**src/rtl/vec_mem_arbiter.sv**
```systemverilog
// vec_mem_arbiter: shares one 16-bit memory port between two burst requesters.
// Requester 0 is the CVP14 core, requester 1 the host/DMA loader. Whole bursts
// of 1..2**LEN_W words are granted round-robin; the arbiter sequences the
// addresses, strobes and beat indices and returns read data with a per-beat valid.
//
// Ports:
//   Clk1, Reset_n          clock, asynchronous active-low reset
//   req[1:0], we[1:0]      per-requester burst request / write-not-read
//   base0/1, len0/1        start address and beats-1 of each requester
//   wdata0/1               write word of the current beat
//   gnt, beat, done        one-hot owner, beat index, final-cycle pulse
//   rvalid, rdata          read word return (rdata = DataIn)
//   Addr, RD, WR, dataOut  memory side outputs
//   DataIn                 memory read data, valid the cycle after RD
module vec_mem_arbiter #(
    parameter int ADDR_W = 16,
    parameter int DATA_W = 16,
    parameter int LEN_W  = 4
) (
    input  logic              Clk1,
    input  logic              Reset_n,
    input  logic [1:0]        req,
    input  logic [1:0]        we,
    input  logic [ADDR_W-1:0] base0,
    input  logic [ADDR_W-1:0] base1,
    input  logic [LEN_W-1:0]  len0,
    input  logic [LEN_W-1:0]  len1,
    input  logic [DATA_W-1:0] wdata0,
    input  logic [DATA_W-1:0] wdata1,
    output logic [1:0]        gnt,
    output logic [LEN_W-1:0]  beat,
    output logic              rvalid,
    output logic [DATA_W-1:0] rdata,
    output logic [1:0]        done,
    output logic [ADDR_W-1:0] Addr,
    output logic              RD,
    output logic              WR,
    output logic [DATA_W-1:0] dataOut,
    input  logic [DATA_W-1:0] DataIn
);

    typedef enum logic [1:0] {
        S_IDLE,
        S_READ,
        S_RTAIL,
        S_WRITE
    } state_t;

    state_t              r_state;
    logic [LEN_W-1:0]    r_cnt;
    logic [LEN_W-1:0]    r_len;
    logic [ADDR_W-1:0]   r_base;
    logic                r_own;
    logic                r_rr;
    logic [1:0]          r_gnt;
    logic [LEN_W-1:0]    r_beat;
    logic                r_rvalid;
    logic [1:0]          r_done;
    logic [ADDR_W-1:0]   r_addr;
    logic                r_rd;
    logic                r_wr;

    state_t              w_state;
    logic [LEN_W-1:0]    w_cnt;
    logic [LEN_W-1:0]    w_len;
    logic [ADDR_W-1:0]   w_base;
    logic                w_own;
    logic                w_rr;
    logic [1:0]          w_gnt;
    logic [LEN_W-1:0]    w_beat;
    logic                w_rvalid;
    logic [1:0]          w_done;
    logic [ADDR_W-1:0]   w_addr;
    logic                w_rd;
    logic                w_wr;

    logic                w_win;
    logic [1:0]          w_win_gnt;
    logic [ADDR_W-1:0]   w_sel_base;
    logic [LEN_W-1:0]    w_sel_len;
    logic                w_sel_we;
    logic                w_last;
    logic [LEN_W-1:0]    w_cnt_inc;
    logic [ADDR_W-1:0]   w_next_addr;

    // Pointer side wins if it is requesting, otherwise the other side.
    assign w_win       = req[r_rr] ? r_rr : ~r_rr;
    assign w_win_gnt   = w_win ? 2'b10 : 2'b01;
    assign w_sel_base  = w_win ? base1 : base0;
    assign w_sel_len   = w_win ? len1 : len0;
    assign w_sel_we    = w_win ? we[1] : we[0];
    assign w_last      = (r_cnt == r_len);
    assign w_cnt_inc   = r_cnt + 1'b1;
    // Address arithmetic wraps modulo 2**ADDR_W by truncation.
    assign w_next_addr = r_base + {{(ADDR_W-LEN_W){1'b0}}, w_cnt_inc};

    always_comb begin
        w_state  = r_state;
        w_cnt    = r_cnt;
        w_len    = r_len;
        w_base   = r_base;
        w_own    = r_own;
        w_rr     = r_rr;
        w_gnt    = r_gnt;
        w_beat   = r_beat;
        w_rvalid = 1'b0;
        w_done   = 2'b00;
        w_addr   = r_addr;
        w_rd     = 1'b0;
        w_wr     = 1'b0;
        unique case (r_state)
            S_IDLE: begin
                w_gnt  = 2'b00;
                w_beat = '0;
                if (|req) begin
                    w_own  = w_win;
                    w_base = w_sel_base;
                    w_len  = w_sel_len;
                    w_cnt  = '0;
                    w_gnt  = w_win_gnt;
                    w_addr = w_sel_base;
                    if (w_sel_we) begin
                        w_state = S_WRITE;
                        w_wr    = 1'b1;
                        // A one-word write is also its own final cycle.
                        if (w_sel_len == '0) begin
                            w_done = w_win_gnt;
                        end
                    end else begin
                        w_state = S_READ;
                        w_rd    = 1'b1;
                    end
                end
            end
            S_READ: begin
                // The word strobed this cycle returns next cycle.
                w_rvalid = 1'b1;
                w_beat   = r_cnt;
                if (w_last) begin
                    w_state = S_RTAIL;
                    w_done  = r_gnt;
                end else begin
                    w_cnt  = w_cnt_inc;
                    w_addr = w_next_addr;
                    w_rd   = 1'b1;
                end
            end
            S_RTAIL: begin
                w_state = S_IDLE;
                w_gnt   = 2'b00;
                w_beat  = '0;
                w_rr    = ~r_own;
            end
            S_WRITE: begin
                if (w_last) begin
                    w_state = S_IDLE;
                    w_gnt   = 2'b00;
                    w_beat  = '0;
                    w_rr    = ~r_own;
                end else begin
                    w_cnt  = w_cnt_inc;
                    w_addr = w_next_addr;
                    w_wr   = 1'b1;
                    w_beat = w_cnt_inc;
                    if (w_cnt_inc == r_len) begin
                        w_done = r_gnt;
                    end
                end
            end
            default: begin
                w_state = S_IDLE;
                w_gnt   = 2'b00;
            end
        endcase
    end

    always_ff @(posedge Clk1 or negedge Reset_n) begin
        if (!Reset_n) begin
            r_state  <= S_IDLE;
            r_cnt    <= '0;
            r_len    <= '0;
            r_base   <= '0;
            r_own    <= 1'b0;
            r_rr     <= 1'b0;
            r_gnt    <= 2'b00;
            r_beat   <= '0;
            r_rvalid <= 1'b0;
            r_done   <= 2'b00;
            r_addr   <= '0;
            r_rd     <= 1'b0;
            r_wr     <= 1'b0;
        end else begin
            r_state  <= w_state;
            r_cnt    <= w_cnt;
            r_len    <= w_len;
            r_base   <= w_base;
            r_own    <= w_own;
            r_rr     <= w_rr;
            r_gnt    <= w_gnt;
            r_beat   <= w_beat;
            r_rvalid <= w_rvalid;
            r_done   <= w_done;
            r_addr   <= w_addr;
            r_rd     <= w_rd;
            r_wr     <= w_wr;
        end
    end

    assign gnt     = r_gnt;
    assign beat    = r_beat;
    assign rvalid  = r_rvalid;
    assign rdata   = DataIn;
    assign done    = r_done;
    assign Addr    = r_addr;
    assign RD      = r_rd;
    assign WR      = r_wr;
    assign dataOut = r_wr ? (r_own ? wdata1 : wdata0) : '0;

endmodule

```
**config.mk**
```make
export PLATFORM = sky130hd
export DESIGN_NAME = vec_mem_arbiter
export DESIGN_NICKNAME = d
export VERILOG_FILES = /design/src/rtl/vec_mem_arbiter.sv
export SDC_FILE = /design/constraint.sdc
export NUM_CORES = 1
export LEC_CHECK = 0
export ABC_AREA = 1
export BUFFER_PORTS_ARGS = -buffer_cell sky130_fd_sc_hd__buf_2
export CELL_PAD_IN_SITES_DETAIL_PLACEMENT = 1
export CELL_PAD_IN_SITES_GLOBAL_PLACEMENT = 1
export CORE_MARGIN = 2
export CORE_UTILIZATION = 37
export CTS_BUF_LIST = sky130_fd_sc_hd__clkbuf_8
export CTS_CLUSTER_SIZE = 24
export DETAILED_ROUTE_END_ITERATION = 7
export MAX_ROUTING_LAYER = met4
export PLACE_DENSITY = 0.92
export SETUP_SLACK_MARGIN = 0.2
export SYNTH_ARGS = -nofsm -noshare
export SYNTH_HDL_FRONTEND = slang
export SYNTH_SLANG_ARGS = --single-unit
export TNS_END_PERCENT = 5
```
**constraint.sdc**
```tcl
create_clock -name Clk1 -period 3.75 [get_ports Clk1]
set_input_delay 0.5625 -clock Clk1 [delete_from_list [all_inputs] [get_ports Clk1]]
set_output_delay 0.5625 -clock Clk1 [all_outputs]
set_load 0.01 [all_outputs]
```
# --- Word-level counts from Yosys, hierarchy flattened ---
# Cells that the tools add are included.
classes:
  order_cmp: 1
  bitwise_logic: 2
  eq_ne: 9
  reduce_logical: 13
  n_mux: 41
  addsub: 2
ops:
  columns: ["op", "count"]
  rows:
  - ["two-way mux 16 bit", 5]
  - ["case mux 16 bit (2 select lines)", 1]
  - ["two-way mux 2 bit", 12]
  - ["adder 16 x 4 -> 16 bit", 1]
  - ["two-way mux 4 bit", 4]
  - ["case mux 2 bit (3 select lines)", 2]
  - ["case mux 4 bit (3 select lines)", 1]
  - ["two-way mux 1 bit", 11]
  - ["== test 4 bit", 2]
  - ["!= test 2 bit, second input constant", 4]
  - ["case mux 2 bit (4 select lines)", 1]
  - ["case mux 4 bit (2 select lines)", 1]
  - ["case mux 1 bit (2 select lines)", 3]
  - ["AND reduction 2 bit", 3]
  - ["AND reduction 3 bit", 2]
  - ["OR reduction 2 bit", 3]
  - ["adder 4 x 1 -> 4 bit, second input constant", 1]
  - ["== test 2 bit, second input constant", 2]
  - ["logical NOT 4 bit", 1]
  - ["nonzero test 2 bit", 2]
  - ["nonzero test 3 bit", 1]
  - ["== test 2 x 1 -> 1 bit, second input constant", 1]
  - ["logical NOT 2 bit", 1]
  - ["less-than comparator 1 x 2 -> 1 bit, second input constant", 1]
  - ["inverter 1 bit", 2]
totals:
  elab_cells: 81
  ff_bits: 55
  in_bits: 94

# --- Depth between registers and ports, before layout ---
depth:
  depth_word: 9
  mapped_depth: 15

# --- Least setup slack after synthesis ---
# No wires, ideal clock.
synth_timing:
  kind: "flip-flop to flip-flop"
  from: "register r_cnt[0]"
  to: "register r_addr[8] (netlist: Addr[8])"
  setup_slack_ns: 1.768
  t_arrival_ns: 1.865
  n_path_buf: 0
  required_ns: 3.633
  setup_ns: 0.117
  path_stages_with_launch: 12
  cell_sequence: "dfrtp_1 > ha_1 > inv_1 > fa_1 > inv_1 > nand3_1 > nand2_1 > nand3_1 > nand3_1 > o21ai_0 > nand2_1 > nand2_1"
synth_between:
  elab_chain_len: 4
  elab_cells_between_ends: 7
  cone_classes: "add/sub: 2; eq/ne: 2; mux: 2; reduce/logical: 1"
synth_lines:
  columns: ["element", "line_no", "source"]
  rows:
  - ["from (decl)", "50", "logic [LEN_W-1:0] r_cnt;"]
  - ["from (signal assigned)", "194", "r_cnt <= w_cnt;"]
  - ["adder 4 x 1 -> 4 bit", "93", "assign w_cnt_inc = r_cnt + 1'b1;"]
  - ["adder 16 x 4 -> 16 bit", "95", "assign w_next_addr = r_base + {{(ADDR_W-LEN_W){1'b0}}, w_cnt_inc};"]
  - ["two-way mux 16 bit", "139, 155", null]
  - ["case mux 16 bit (2 select lines)", "111", "unique case (r_state)"]
  - ["to (signal assigned)", "203", "r_addr <= w_addr;"]
  - ["to (decl)", "59", "logic [ADDR_W-1:0] r_addr;"]
# Several ways; a longest one is shown, not always the timed one. The select of a mux whose other input is x is not followed.
# A chain may end at the register's enable or synchronous reset.

# --- Final worst setup path ---
layout_timing:
  from: "register r_own"
  to: "output port dataOut[12]"
layout_between:
  elab_chain_len: 2
layout_lines:
  columns: ["element", "line_no", "source"]
  rows:
  - ["from (decl)", "53", "logic r_own;"]
  - ["from (signal assigned)", "197", "r_own <= w_own;"]
  - ["two-way mux 16 bit (2 in a row)", "217", "assign dataOut = r_wr ? (r_own ? wdata1 : wdata0) : '0;"]
  - ["to (decl)", "38", "output logic [DATA_W-1:0] dataOut,"]
# No other way between the ends.

==> qor.json <==
{
  "critical_path": {
    "path_common_cell": "sky130_fd_sc_hd__nor2_1",
    "critical_path_peak_fanout": 18,
    "worst_setup_endpoint": "dataOut[12]",
    "timing.critical_path.slowest_cell_delay_ns": 0.65,
    "cp-end-kind": "output port",
    "worstPathArrival_ns": 1.96,
    "cp_slowest_cell": "sky130_fd_sc_hd__dfrtp_1",
    "worstSetupStartpointType": "register",
    "ff2ff_setup_slack_ns": 1.27,
    "reg_to_reg_critical_path_startpoint": "r_cnt[0]",
    "crit_required_ns": 3.19,
    "crit_path_start": "r_own",
    "crit_path_cell_trace": "clkinv_1, nor2_1, nor2_1, buf_2",
    "rr_endpoint": "Addr[11]",
    "crit_type": "register to output port",
    "worst_r2r_path_depth": 13
  },
  "grt": {
    "initial_antenna_violation_count": 0,
    "grt_first_pass_wirelength_mm": 21.2,
    "met1_usage_in_global_routing_pct": 27.9,
    "global_route.overflow_total": 0,
    "grt_util_all_layers_pct": 24.4,
    "grt_most_used_layer": "met2",
    "grt_pass1_vias": 4392,
    "grt_max_degree": 45,
    "met2_demand_to_capacity_share_in_global_routing_pct": 43.4,
    "gr-usage-met3_pct": 3.76
  },
  "finish": {
    "regArea_mm2": 0.00138,
    "layout.cells.non_filler": 790,
    "nFillCells": 1358,
    "antennaDiodeCount": 0,
    "design.final.nets": 761,
    "highest_count_cells_in_the_layout_ignoring_fill_and_taps": "sky130_fd_sc_hd__nand2_1, sky130_fd_sc_hd__buf_2, sky130_fd_sc_hd__nor2_1",
    "post_route_cells_drive_above_1_share_pct": 22.7,
    "syn_to_final_growth_pct": 19.1,
    "mostFrequentLayoutCell": "sky130_fd_sc_hd__nand2_1",
    "multi_input_combinational_cell_area_mm2": 0.00193,
    "post-route-util_pct": 45.4
  },
  "timing": {
    "final-hold-violation-count": 0,
    "finalClockSkew_ns": 0.00653,
    "maxSlewHeadroom_pct": 31.4,
    "layout_worst_path_cycle_share_pct": 67.3,
    "fin_hold_ws_ns": 0.415,
    "max_freq_ghz": 0.396,
    "setup-violations-final": 0,
    "setup_total_negative_slack_ns": 0,
    "rsz0062_at_grt": "no",
    "timing.final.max_slew_violations": 0,
    "post-route-min-period_ns": 2.52,
    "worst_slew_pin_slew_ns": 1.03
  },
  "clocking": {
    "number_of_clock_sinks_seen_by_cts": 55,
    "worst_skew_pair_later_pin_latency_ns": 0.32,
    "clk_pin_slew_ns": 0.10,
    "cts-htree-levels": 2,
    "clk_path_buf_depth": 2,
    "total_of_hold_buffers_inserted_after_clock_tree_synthesis": 0,
    "number_of_cts_inserted_buffers": 5,
    "ctsResizeCount": 0,
    "number_of_post_cts_setup_repair_buffers": 0,
    "cts_root_buffer": "sky130_fd_sc_hd__clkbuf_8",
    "tritoncts": "yes"
  },
  "synth": {
    "post_synth_instance_area_mm2": 0.00373,
    "synthesis.yosys.warnings": 0,
    "postSynthAreaPerCell_um2": 6.68,
    "synth_cells": 558,
    "synth_fp_nets": 663,
    "ys_types": 30,
    "flops_latches_synth": 55,
    "share_of_the_yosys_chip_area_belonging_to_registers_pct": 36.9
  },
  "place": {
    "port_buffers": 120,
    "hpwl_mm": 9.68,
    "numPlacedInstances": 782,
    "gp_congestion": 0.878
  },
  "power": {
    "p_leak_nw": 2.50,
    "switching_share_pct": 51.1,
    "power_density_mw_per_mm2": 807,
    "vdd_drop_max_uv": 291,
    "internal-power_mw": 1.75,
    "power_frac_clock_pct": 11.8,
    "combinationalPowerShare_pct": 56.3,
    "seq_power_share_pct": 31.9,
    "switchingPower_mw": 1.83
  },
  "floorplan": {
    "design.die.area_mm2": 0.0109,
    "initial_core_util_pct": 38.1,
    "design.portCount": 153,
    "die-width_um": 104,
    "core_region_area_mm2": 0.00977,
    "num_rows": 36,
    "floorplan.die.height_um": 104
  },
  "min_path": {
    "min-delay-path-class": "primary input to asynchronous set/reset pin"
  },
  "outcome": {
    "status": "complete, no violations"
  },
  "detailed_routing": {
    "initialDrtViolationCount": 170,
    "route.final.wire_length_mm": 12.7,
    "route.antenna.remaining_nets": 0,
    "firstDrtPassIters": 4,
    "viasPerCell": 5.08,
    "post-route-drc-count": 0,
    "avgRoutedWirePerCell_um": 16.1,
    "dr_total_vias": 4015
  },
  "flow_run": {
    "max_cap_viol_count": 0
  }
}
[layout make-up]
cell class / count / share of cell area, %
timing repair buffer: 125 / 14.4
sequential: 55 / 31.0
multi-input combinational: 412 / 43.4
tap: 133 / 3.75
inverter: 57 / 4.82
clock buffer: 6 / 1.86
clock inverter: 2 / 0.789
[routing by layer]
metal	vias to the layer above	share of wire, %
met5	-	0
met4	0	1.8
met3	22	5.2
met2	129	52
met1	1918	41
li1	1946	-
[cell usage after synthesis]
cell / count / area [um2]
sky130_fd_sc_hd__nor2_1: 59 / 221
sky130_fd_sc_hd__nand4_1: 8 / 50.1
sky130_fd_sc_hd__nand2_1: 193 / 724
sky130_fd_sc_hd__fa_1: 1 / 20.0
sky130_fd_sc_hd__o21ai_1: 4 / 20.0
sky130_fd_sc_hd__clkinv_1: 2 / 7.51
sky130_fd_sc_hd__buf_4: 16 / 120
sky130_fd_sc_hd__a21oi_1: 2 / 10.0
sky130_fd_sc_hd__nand3_2: 2 / 20.0
sky130_fd_sc_hd__ha_1: 10 / 125
sky130_fd_sc_hd__inv_1: 53 / 199
sky130_fd_sc_hd__nand3b_1: 4 / 30.0
sky130_fd_sc_hd__nor3_1: 6 / 30.0
sky130_fd_sc_hd__buf_6: 2 / 22.5
sky130_fd_sc_hd__dfrtp_1: 55 / 1380
sky130_fd_sc_hd__or2_2: 6 / 37.5
sky130_fd_sc_hd__nand3_1: 41 / 205
sky130_fd_sc_hd__and2_1: 2 / 12.5
sky130_fd_sc_hd__nand2_2: 4 / 25.0
sky130_fd_sc_hd__a31oi_1: 4 / 25.0
sky130_fd_sc_hd__o21ai_0: 55 / 275
sky130_fd_sc_hd__nor2_2: 1 / 6.26
sky130_fd_sc_hd__xnor2_1: 2 / 17.5
sky130_fd_sc_hd__inv_2: 2 / 7.51
sky130_fd_sc_hd__xor2_1: 3 / 26.3
sky130_fd_sc_hd__clkbuf_1: 10 / 37.5
sky130_fd_sc_hd__mux2i_1: 2 / 20.0
sky130_fd_sc_hd__o22ai_1: 2 / 12.5
sky130_fd_sc_hd__nor2_4: 1 / 11.3
sky130_fd_sc_hd__buf_2: 6 / 30.0
[power by group through the flow]
| stage | registers [mW] | clock network [mW] | logic [mW] |
|---|---|---|---|
| 6_report | 1.14 | 0.424 | 2.02 |
| 5_1_grt | 1.17 | 0.452 | 2.30 |
| 4_1_cts | 1.14 | 0.431 | 2.03 |
| 3_5_place_dp | 1.15 | 0 | 2.00 |
| 3_3_place_gp | 1.12 | 0 | 1.89 |
| 2_1_floorplan | 1.09 | 0 | 1.38 |
[how the worst min path moves through the flow]
stage,start,endpoint
after floorplan,Reset_n,Addr[0]
after global placement,Addr[0],Addr[0]
after detailed placement,Addr[0],Addr[0]
after CTS,Reset_n,Addr[0]
after global routing,Reset_n,Addr[0]
final,Reset_n,r_len[3]
[kinds of logic after synthesis]
family                     count (synthesis)  share of synthesized area (%)
xor gates and xnor gates                   5                           1.18
AOI/OAI and AO/OA                         67                           9.20
adders and majority gates                 11                           3.90
buffers and inverters                     91                           11.4
DFF                                       55                           36.9
and+or+nand+nor                          327                           36.9
muxes                                      2                          0.537
[registers in the layout, summed over array words and instances (netlist names)]
| name | cells |
|---|---|
| Addr | 16 |
| r_base | 16 |
| beat | 4 |
| r_cnt | 4 |
| r_len | 4 |
| done | 2 |
| gnt | 2 |
| r_state | 2 |
| RD | 1 |
| WR | 1 |
| r_own | 1 |
| r_rr | 1 |
| rvalid | 1 |
[worst max-delay path: cells and delay by family (launching register included)]
kind | cells | cell delay [ns]
buffers and inverters | 2 | 0.67
flip-flops | 1 | 0.65
AND/OR/NAND/NOR | 2 | 0.32
[metrics by stage]
stage / setup slack (ns) / power (mW) / instance area [um2]
2_1_floorplan: 1.77 / 2.47 / 3730
3_5_place_dp: 1.38 / 3.15 / 4320
3_3_place_gp: 1.62 / 3.01 / 4320
6_report: 1.23 / 3.58 / 4440
5_1_grt: 1.03 / 3.92 / 4440
4_1_cts: 1.18 / 3.60 / 4440
Note: power is estimated with default switching activity, not from simulation.
